<file path="src/rtl/fpu_pkg.sv">
// Shared F-extension definitions: rounding modes, fflags layout,
// binary32 field geometry and the pipeline bundles of fcvt_wu_s.
package fpu_pkg;

  localparam logic [2:0] RM_RNE = 3'b000;
  localparam logic [2:0] RM_RTZ = 3'b001;
  localparam logic [2:0] RM_RDN = 3'b010;
  localparam logic [2:0] RM_RUP = 3'b011;
  localparam logic [2:0] RM_RMM = 3'b100;

  localparam int FLAG_NV = 4;
  localparam int FLAG_DZ = 3;
  localparam int FLAG_OF = 2;
  localparam int FLAG_UF = 1;
  localparam int FLAG_NX = 0;

  localparam int EXP_W = 8;
  localparam int MAN_W = 23;
  localparam int SIG_W = MAN_W + 1;
  localparam int BIAS  = 127;

  localparam logic [31:0] UINT_MAX = 32'hFFFF_FFFF;
  localparam logic [31:0] UINT_MIN = 32'h0000_0000;

  typedef enum logic [1:0] {
    CLS_FIN,
    CLS_ZERO,
    CLS_INF,
    CLS_NAN
  } cls_e;

  typedef struct packed {
    logic             v;
    logic             sign;
    logic [EXP_W-1:0] exp;
    logic [SIG_W-1:0] sig;
    cls_e             cls;
    logic [2:0]       rm;
  } s1_t;

  typedef struct packed {
    logic        v;
    logic        sign;
    cls_e        cls;
    logic [2:0]  rm;
    logic        ovf;
    logic [31:0] ip;
    logic        g;
    logic        s;
  } s2_t;

endpackage

</file>
<file path="src/rtl/fp_round_incr.sv">
// Rounding-increment decision shared by the F-extension converters
// and the FMA rounder.
module fp_round_incr
  import fpu_pkg::*;
(
  input  logic [2:0] i_rm,
  input  logic       i_sign,
  input  logic       i_lsb,
  input  logic       i_guard,
  input  logic       i_sticky,
  output logic       o_incr
);

  logic w_inx;
  assign w_inx = i_guard | i_sticky;

  // Reserved encodings fall through to the RNE default.
  always_comb begin
    o_incr = i_guard & (i_sticky | i_lsb);
    unique case (1'b1)
      (i_rm == RM_RTZ): o_incr = 1'b0;
      (i_rm == RM_RDN): o_incr = i_sign & w_inx;
      (i_rm == RM_RUP): o_incr = ~i_sign & w_inx;
      (i_rm == RM_RMM): o_incr = i_guard;
      default: ;
    endcase
  end

endmodule

</file>
<file path="src/rtl/fcvt_wu_s.sv">
// FCVT.WU.S: binary32 -> uint32, 3-stage pipeline
// (unpack, align, round/saturate) with RISC-V saturation and fflags.
module fcvt_wu_s
  import fpu_pkg::*;
(
  input  logic        clk,
  input  logic        rst_n,
  input  logic        valid_input,
  input  logic [31:0] a,
  input  logic [2:0]  rm,
  output logic        valid_output,
  output logic [31:0] y,
  output logic [4:0]  fflags
);

  s1_t r_s1, w_s1;
  s2_t r_s2, w_s2;

  logic        r_vo;
  logic [31:0] r_y;
  logic [4:0]  r_ff;

  logic w_exp_max, w_exp_zero, w_frac_nz;

  assign w_exp_max  = &a[30:23];
  assign w_exp_zero = ~|a[30:23];
  assign w_frac_nz  = |a[22:0];

  always_comb begin
    w_s1      = '0;
    w_s1.v    = valid_input;
    w_s1.sign = a[31];
    w_s1.exp  = a[30:23];
    w_s1.sig  = {~w_exp_zero, a[22:0]};
    w_s1.rm   = rm;
    w_s1.cls  = CLS_FIN;
    unique case (1'b1)
      (w_exp_max & w_frac_nz):   w_s1.cls = CLS_NAN;
      (w_exp_max & ~w_frac_nz):  w_s1.cls = CLS_INF;
      (w_exp_zero & ~w_frac_nz): w_s1.cls = CLS_ZERO;
      default: ;
    endcase
  end

  logic signed [9:0] w_e;
  logic [54:0]       w_sh;

  assign w_e  = $signed({2'b00, r_s1.exp})
              - $signed(10'(BIAS));
  assign w_sh = {31'b0, r_s1.sig} << w_e[4:0];

  // Bit 23 of the shifted value is the binary point.
  always_comb begin
    w_s2      = '0;
    w_s2.v    = r_s1.v;
    w_s2.sign = r_s1.sign;
    w_s2.cls  = r_s1.cls;
    w_s2.rm   = r_s1.rm;
    w_s2.ovf  = (w_e > 10'sd31);
    if (!w_e[9]) begin
      w_s2.ip = w_sh[54:23];
      w_s2.g  = w_sh[22];
      w_s2.s  = |w_sh[21:0];
    end else begin
      w_s2.g  = (w_e == -10'sd1);
      w_s2.s  = w_s2.g ? |r_s1.sig[MAN_W-1:0]
                       : |r_s1.sig;
    end
  end

  logic        w_incr;
  logic [32:0] w_sum;
  logic        w_inx, w_ovf;
  logic [31:0] w_y;
  logic [4:0]  w_ff;

  fp_round_incr u_rnd (
    .i_rm     (r_s2.rm),
    .i_sign   (r_s2.sign),
    .i_lsb    (r_s2.ip[0]),
    .i_guard  (r_s2.g),
    .i_sticky (r_s2.s),
    .o_incr   (w_incr)
  );

  assign w_sum = {1'b0, r_s2.ip} + 33'(w_incr);
  assign w_inx = r_s2.g | r_s2.s;
  assign w_ovf = r_s2.ovf | w_sum[32];

  always_comb begin
    w_y  = UINT_MIN;
    w_ff = '0;
    unique case (1'b1)
      (r_s2.cls == CLS_NAN): begin
        w_y          = UINT_MAX;
        w_ff[FLAG_NV] = 1'b1;
      end
      (r_s2.cls == CLS_INF): begin
        w_y          = r_s2.sign ? UINT_MIN : UINT_MAX;
        w_ff[FLAG_NV] = 1'b1;
      end
      (r_s2.cls == CLS_ZERO): ;
      (r_s2.cls == CLS_FIN && r_s2.sign): begin
        if (w_ovf || |w_sum[31:0])
          w_ff[FLAG_NV] = 1'b1;
        else
          w_ff[FLAG_NX] = w_inx;
      end
      default: begin
        if (w_ovf) begin
          w_y           = UINT_MAX;
          w_ff[FLAG_NV] = 1'b1;
        end else begin
          w_y           = w_sum[31:0];
          w_ff[FLAG_NX] = w_inx;
        end
      end
    endcase
  end

  always_ff @(posedge clk or negedge rst_n) begin
    if (!rst_n) begin
      r_s1 <= '0;
      r_s2 <= '0;
      r_vo <= 1'b0;
      r_y  <= '0;
      r_ff <= '0;
    end else begin
      r_s1 <= w_s1;
      r_s2 <= w_s2;
      r_vo <= r_s2.v;
      if (r_s2.v) begin
        r_y  <= w_y;
        r_ff <= w_ff;
      end
    end
  end

  assign valid_output = r_vo;
  assign y            = r_y;
  assign fflags       = r_ff;

endmodule

</file>
<file path="config.mk">
export PLATFORM = sky130hd
export DESIGN_NAME = fcvt_wu_s
export DESIGN_NICKNAME = d
export VERILOG_FILES = /design/src/rtl/fpu_pkg.sv /design/src/rtl/fp_round_incr.sv /design/src/rtl/fcvt_wu_s.sv
export SDC_FILE = /design/constraint.sdc
export NUM_CORES = 1
export LEC_CHECK = 0
export ABC_AREA = 0
export CORE_ASPECT_RATIO = 1.2
export CORE_MARGIN = 2
export CORE_UTILIZATION = 35
export CTS_CLUSTER_SIZE = 40
export DETAILED_ROUTE_END_ITERATION = 6
export DONT_BUFFER_PORTS = 1
export PLACE_DENSITY = 0.52
export SLEW_MARGIN = 15
export SYNTH_ARGS = -nofsm -noshare
export SYNTH_HDL_FRONTEND = slang
export SYNTH_SLANG_ARGS = --single-unit
</file>
<file path="constraint.sdc">
create_clock -name clk -period 4.3 [get_ports clk]
set_input_delay 0.86 -clock clk [delete_from_list [all_inputs] [get_ports clk]]
set_output_delay 0.86 -clock clk [all_outputs]
set_load 0.02 [all_outputs]
</file>
==> flow_summary.ini, run 1 <==
[synthesis]
netlist_area_um2 = 6640
ys.flop_type = dfrtp_1
async_reset_ff_share_pct = 100
synth-seq-cells = 116
ys_seq_area_share_pct = 43.7
yosysWarningCount = 0
syn_avg_cell_area_um2 = 9.57
synth_top_area_share_pct = 43.7
synth-edff-count = 0
synth.area.top_cells = dfrtp_1, mux4_2, nor2_1, mux2i_1, nand2_1
ys_types = 67
synth_top_area_cell = dfrtp_1
synthCells = 693

[sta]
tns_ps = 0
slew_viol_final = 0
hold_viol_final = 0
min_period_ps = 3830
setup_viol = 0
fmax_mhz = 261
fin_worst_skew_ps = 8.56
finalCritPeriodShare_pct = 89.2
relSlewSlack_pct = 42.9
rsz0062_at_grt = false
worstMarginPinSlew_ps = 853

[detailed_routing]
via_per_inst = 5.55
wire_per_inst_um = 18.3
drc = 0
wirelength_um = 17500
num_vias = 5295
drt_iter0_drc = 378
ant_nets = 0
drt-pass1-iter-count = 5

[placement]
dp.cells = 922
dp_hpwl_um = 13200
port_buffers = 0
dpl_cell_area_um2 = 6860
place.gp.congestion = 0.888

[global_routing]
grt_max_degree = 117
antenna_found_initial = 0
first_global_vias = 5341
grt_usage_pct = 18.4
grt_first_pass_wirelength_um = 28500
grt.overflow.total = 0

[final_layout]
final_core_utilization_pct = 40.0
syn_to_final_growth_pct = 13.0
finalNetCount = 727
fin_area_um2 = 7490
stdcell_count = 954
layout-drive-gt1-share_pct = 12.0
antenna_cells = 0

[clocking]
clock_latency_ps = 430
clock-sinks = 116
cts_max_level = 4
clockRootBuffer = clkbuf_16
cts_made_buffers = 17
clkTransAtPathRegs_ps = 60
cts_resized = 0
post_cts_buffers = 0
clock_path_buffers = 2
ctsHoldBuffers = 0
cts_tree = built

[setup_path]
critPathMaxFanout = 8
timing.rr.start = r_s2[40]$_DFF_PN0_
worstPathArrival_ps = 4150
required_ps = 4620
crit_type = register to register
end_kind = register
cp-startpoint = r_s2[40]$_DFF_PN0_
startpoint_type = register

[power]
p_leak_nw = 3.04
p_per_area_nw_per_um2 = 446
ir_worst_vdd_mv = 0.268

[floorplanning]
fp.dieW_um = 130
rows = 55
coreArea_um2 = 18700
io_pins = 76
dieArea_um2 = 20100
die_h_um = 155
initial_core_util_pct = 35.4

[run]
maxCapViolCount = 0

[hold_path]
hold_class = input port to async pin

[outcome]
status = finished, final reports clean
flip-flops by register name, indices dropped and copies added, names as in the netlist:
signal        cells
fflags            2
y                32
r_s2             42
valid_output      1
r_s1             39
cell usage after synthesis, types with 3 or more instances:
master,n
and3_1,9
nand3_1,23
nor4_1,19
buf_1,3
buf_6,5
and2_1,3
buf_4,5
o21a_1,3
o21ai_0,17
o22a_1,10
ha_1,4
clkbuf_1,27
xor2_1,11
nand4_1,17
nor2_1,113
xnor2_1,27
mux2i_1,33
or3_1,6
a2111oi_0,3
a31oi_1,5
nand2_1,69
mux4_2,21
and4_1,4
a211oi_1,10
nor3b_1,5
a21oi_1,49
dfrtp_1,116
inv_1,7
nor3_1,18
path summary, 6_finish.rpt:
check                                             end  slack [ps]  depth (start not counted)
worst max-delay path            fflags[4]$_DFFE_PN0P_         470                         13
worst min-delay path                 y[1]$_DFFE_PN0P_         130                          0
worst max register to register  fflags[4]$_DFFE_PN0P_         470                         13
worst min register to register     r_s2[37]$_DFF_PN0_         350                          0
max in group asynchronous          r_s1[25]$_DFF_PN0_        4010                          0
min in group clk                   r_s2[37]$_DFF_PN0_         350                          0
power by group:
group	leakage, nW	total, mW	switching, mW	internal, mW
Sequential	1.42	1.33	0.150	1.18
Combinational	1.32	0.487	0.282	0.204
Clock	0.302	1.53	0.529	0.999
Total	3.04	3.34	0.962	2.38
worst max-delay path: stages, from the launching register on:
cell and delay, ps:
dfrtp_1 420, xnor2_1 140, nor3b_1 240, a21oi_1 100, nor2_1 100, ha_1 250, ha_1 320, nand4_1 320
nor3_1 570, xor2_1 190, a2111oi_0 340, and4_1 250, nand4_1 160, o31a_1 320
layout by cell type (no fill, tap or decap), types with 19 or more instances in the layout:
master / instances
dfrtp_1: 116
nor2_1: 113
nand2_1: 69
a21oi_1: 49
mux2i_1: 33
xnor2_1: 26
nand3_1: 23
mux4_2: 21
nor4_1: 19
logic make-up after synthesis:
kind of cell	synth area share (%)
other cells	0.0565
buf+inv	4.02
compound gates	11.9
flops	43.7
simple gates	22.0
xor+xnor	5.26
mux	12.3
fa+ha+maj	0.754
layout make-up:
type	instances	area [um^2]
Clock inverter	12	179
Inverter	8	30.0
Sequential cell	116	2900
Multi-Input combinational cell	526	3490
Fill cell	1852	11200
Timing Repair Buffer	16	120
Clock buffer	20	457
Tap cell	256	320
per-stage QoR:
stage	hold WS [ps]	worst slack [ps]	total power [mW]
CTS	109	471	3.37
finish	130	466	3.34
global placement	337	616	1.82
detailed placement	341	491	1.83
floorplan	331	900	1.70
global route	110	108	3.49
layer usage:
layer / vias up / GRT usage, % / wire length (um)
met2: 233 / 29.8 / 8490
met3: 51 / 3.77 / 877
met1: 2524 / 22.2 / 7290
met4: 0 / 11.1 / 839
li1: 2487 / - / -
met5: - / 0 / 0
No activity file was read; power rests on OpenSTA's default activity.
==> run 2: changes to the inputs <==
--- a/config.mk
+++ b/config.mk
@@ -15,2 +15,3 @@
 export PLACE_DENSITY = 0.52
+export REMOVE_ABC_BUFFERS = 1
 export SLEW_MARGIN = 15
==> constraint.sdc (replaced) <==
create_clock -name clk -period 4.3 [get_ports clk]
set_input_delay 0.645 -clock clk [delete_from_list [all_inputs] [get_ports clk]]
set_output_delay 0.645 -clock clk [all_outputs]
set_load 0.02 [all_outputs]
==> run 2 against run 1 <==
Clock skew barely moved. Final area barely moved. Cell count did not move. Non-clock buffer count did not move. Wire length fell by 0.64%. Via count fell by 1.5%. Critical path depth did not move. Highest routed layer unchanged. Worst setup slack got worse by 150 ps. Global-route usage fell by 0.079 points. Maximum frequency fell by 3.7%. Sequential cell count did not move. Register-to-register slack got worse by 150 ps.
==> flow_summary.ini, run 2 (synthesis gave the netlist of run 1 again) <==
[outcome]
status = finished, final reports clean

[detailed_routing]
drt-pass1-iter-count = 4
wirelength_um = 17400
via_per_inst = 5.47
drt_iter0_drc = 363
ant_nets = 0
num_vias = 5215
wire_per_inst_um = 18.2
drc = 0

[placement]
port_buffers = 0
place.gp.congestion = 0.941
dpl_cell_area_um2 = 6850
dp_hpwl_um = 13000

[final_layout]
finalNetCount = 727
ff_latch_area_um2 = 2900
final_core_utilization_pct = 40.1
largest-register = r_s2
multi_input_area_um2 = 3490
final_common_cell = dfrtp_1
largest_reg_flops = 42
fillers = 1873
layout-drive-gt1-share_pct = 12.3
fin_area_um2 = 7500
final_cell_mix = dfrtp_1, nor2_1, nand2_1
antenna_cells = 0
syn_to_final_growth_pct = 13.0

[setup_path]
critPathMaxFanout = 8
worstPathArrival_ps = 4290
required_ps = 4610
r2r.worst_path.cells = 13
startpoint_type = register
timing.rr.start = r_s2[40]$_DFF_PN0_
end_kind = register
crit_type = register to register
reg2reg_slack_ps = 320
rr_endpoint = fflags[4]$_DFFE_PN0P_

[clocking]
cts_max_level = 4
cts_tree = built
clockRootBuffer = clkbuf_16
clkTransAtPathRegs_ps = 60
clock-sinks = 116
cts_made_buffers = 17
clock_path_buffers = 2
post_cts_buffers = 0
clock_latency_ps = 420

[global_routing]
grt.overflow.total = 0
antenna_found_initial = 0
grt_usage_pct = 18.3
first_global_vias = 5302
grt_first_pass_wirelength_um = 28400
grt_max_degree = 117

[power]
p_per_area_nw_per_um2 = 441
p_leak_nw = 3.04
power_mw = 3.30
ir_worst_vdd_mv = 0.263

[sta]
fin_worst_skew_ps = 8.36
fmax_mhz = 251
relSlewSlack_pct = 50.9
setup_viol = 0
min_period_ps = 3980
holdWs_ps = 112
hold_viol_final = 0
slew_viol_final = 0
rsz0062_at_grt = false
worstMarginPinSlew_ps = 734
finalCritPeriodShare_pct = 92.6

[floorplanning]
die_h_um = 155
dieArea_um2 = 20100
io_pins = 76
rows = 55
initial_core_util_pct = 35.4
coreArea_um2 = 18700
fp.dieW_um = 130

[hold_path]
hold_class = input port to async pin

[run]
maxCapViolCount = 0
run 2: worst max-delay path by stage:
stage | startpoint | endpoint | slack, ps
floorplan | r_s1[29]$_DFF_PN0_ | r_s2[0]$_DFF_PN0_ | -90
global placement | r_s2[40]$_DFF_PN0_ | fflags[4]$_DFFE_PN0P_ | 540
detailed placement | r_s2[40]$_DFF_PN0_ | fflags[4]$_DFFE_PN0P_ | 350
CTS | r_s2[40]$_DFF_PN0_ | fflags[4]$_DFFE_PN0P_ | 330
global route | r_s2[40]$_DFF_PN0_ | fflags[4]$_DFFE_PN0P_ | 30
finish | r_s2[40]$_DFF_PN0_ | fflags[4]$_DFFE_PN0P_ | 320
run 2: critical path, stage by stage, from the launching register on:
cell and delay [ps]:
dfrtp_1 420, xnor2_1 140, nor3b_1 270, a21oi_1 120, nor2_1 100, ha_1 250, ha_1 310, nand4_1 370
nor3_1 640, nand3_1 170, xnor2_1 220, a2111oi_4 330, nand4_1 200, o31a_1 330
run 2: timing repair:
item | CTS | global route
setup endpoints to repair | 0 | 1
hold buffers | 1 | 0
gates resized for setup | 0 | 1
hold endpoints to repair | 116 | 0
run 2: per-layer routing:
metal	vias up	routed length, um	GRT usage [%]
met5	-	0	0
met4	0	596	8.81
met3	41	735	3.70
met2	172	8750	30.6
met1	2509	7310	22.4
li1	2493	-	-
run 2: final cells by class:
class | instances | area share, %
Clock buffer | 18 | 5.86
Clock inverter | 14 | 2.32
Inverter | 8 | 0.401
Multi-Input combinational cell | 526 | 46.6
Sequential cell | 116 | 38.7
Tap cell | 256 | 4.27
Timing Repair Buffer | 16 | 1.87
run 2: through the flow:
step           worst slack [ps]  setup TNS (ps)  cells
6_report                    319               0    954
3_3_place_gp                540               0    921
5_1_grt                    32.4               0    954
3_5_place_dp                353               0    921
2_1_floorplan             -94.2           -94.2    650
4_1_cts                     335               0    954
run 2: where the power goes:
group	switching, mW	internal [mW]
clock network	0.547	0.931
registers	0.149	1.18
logic	0.295	0.206
total	0.990	2.31
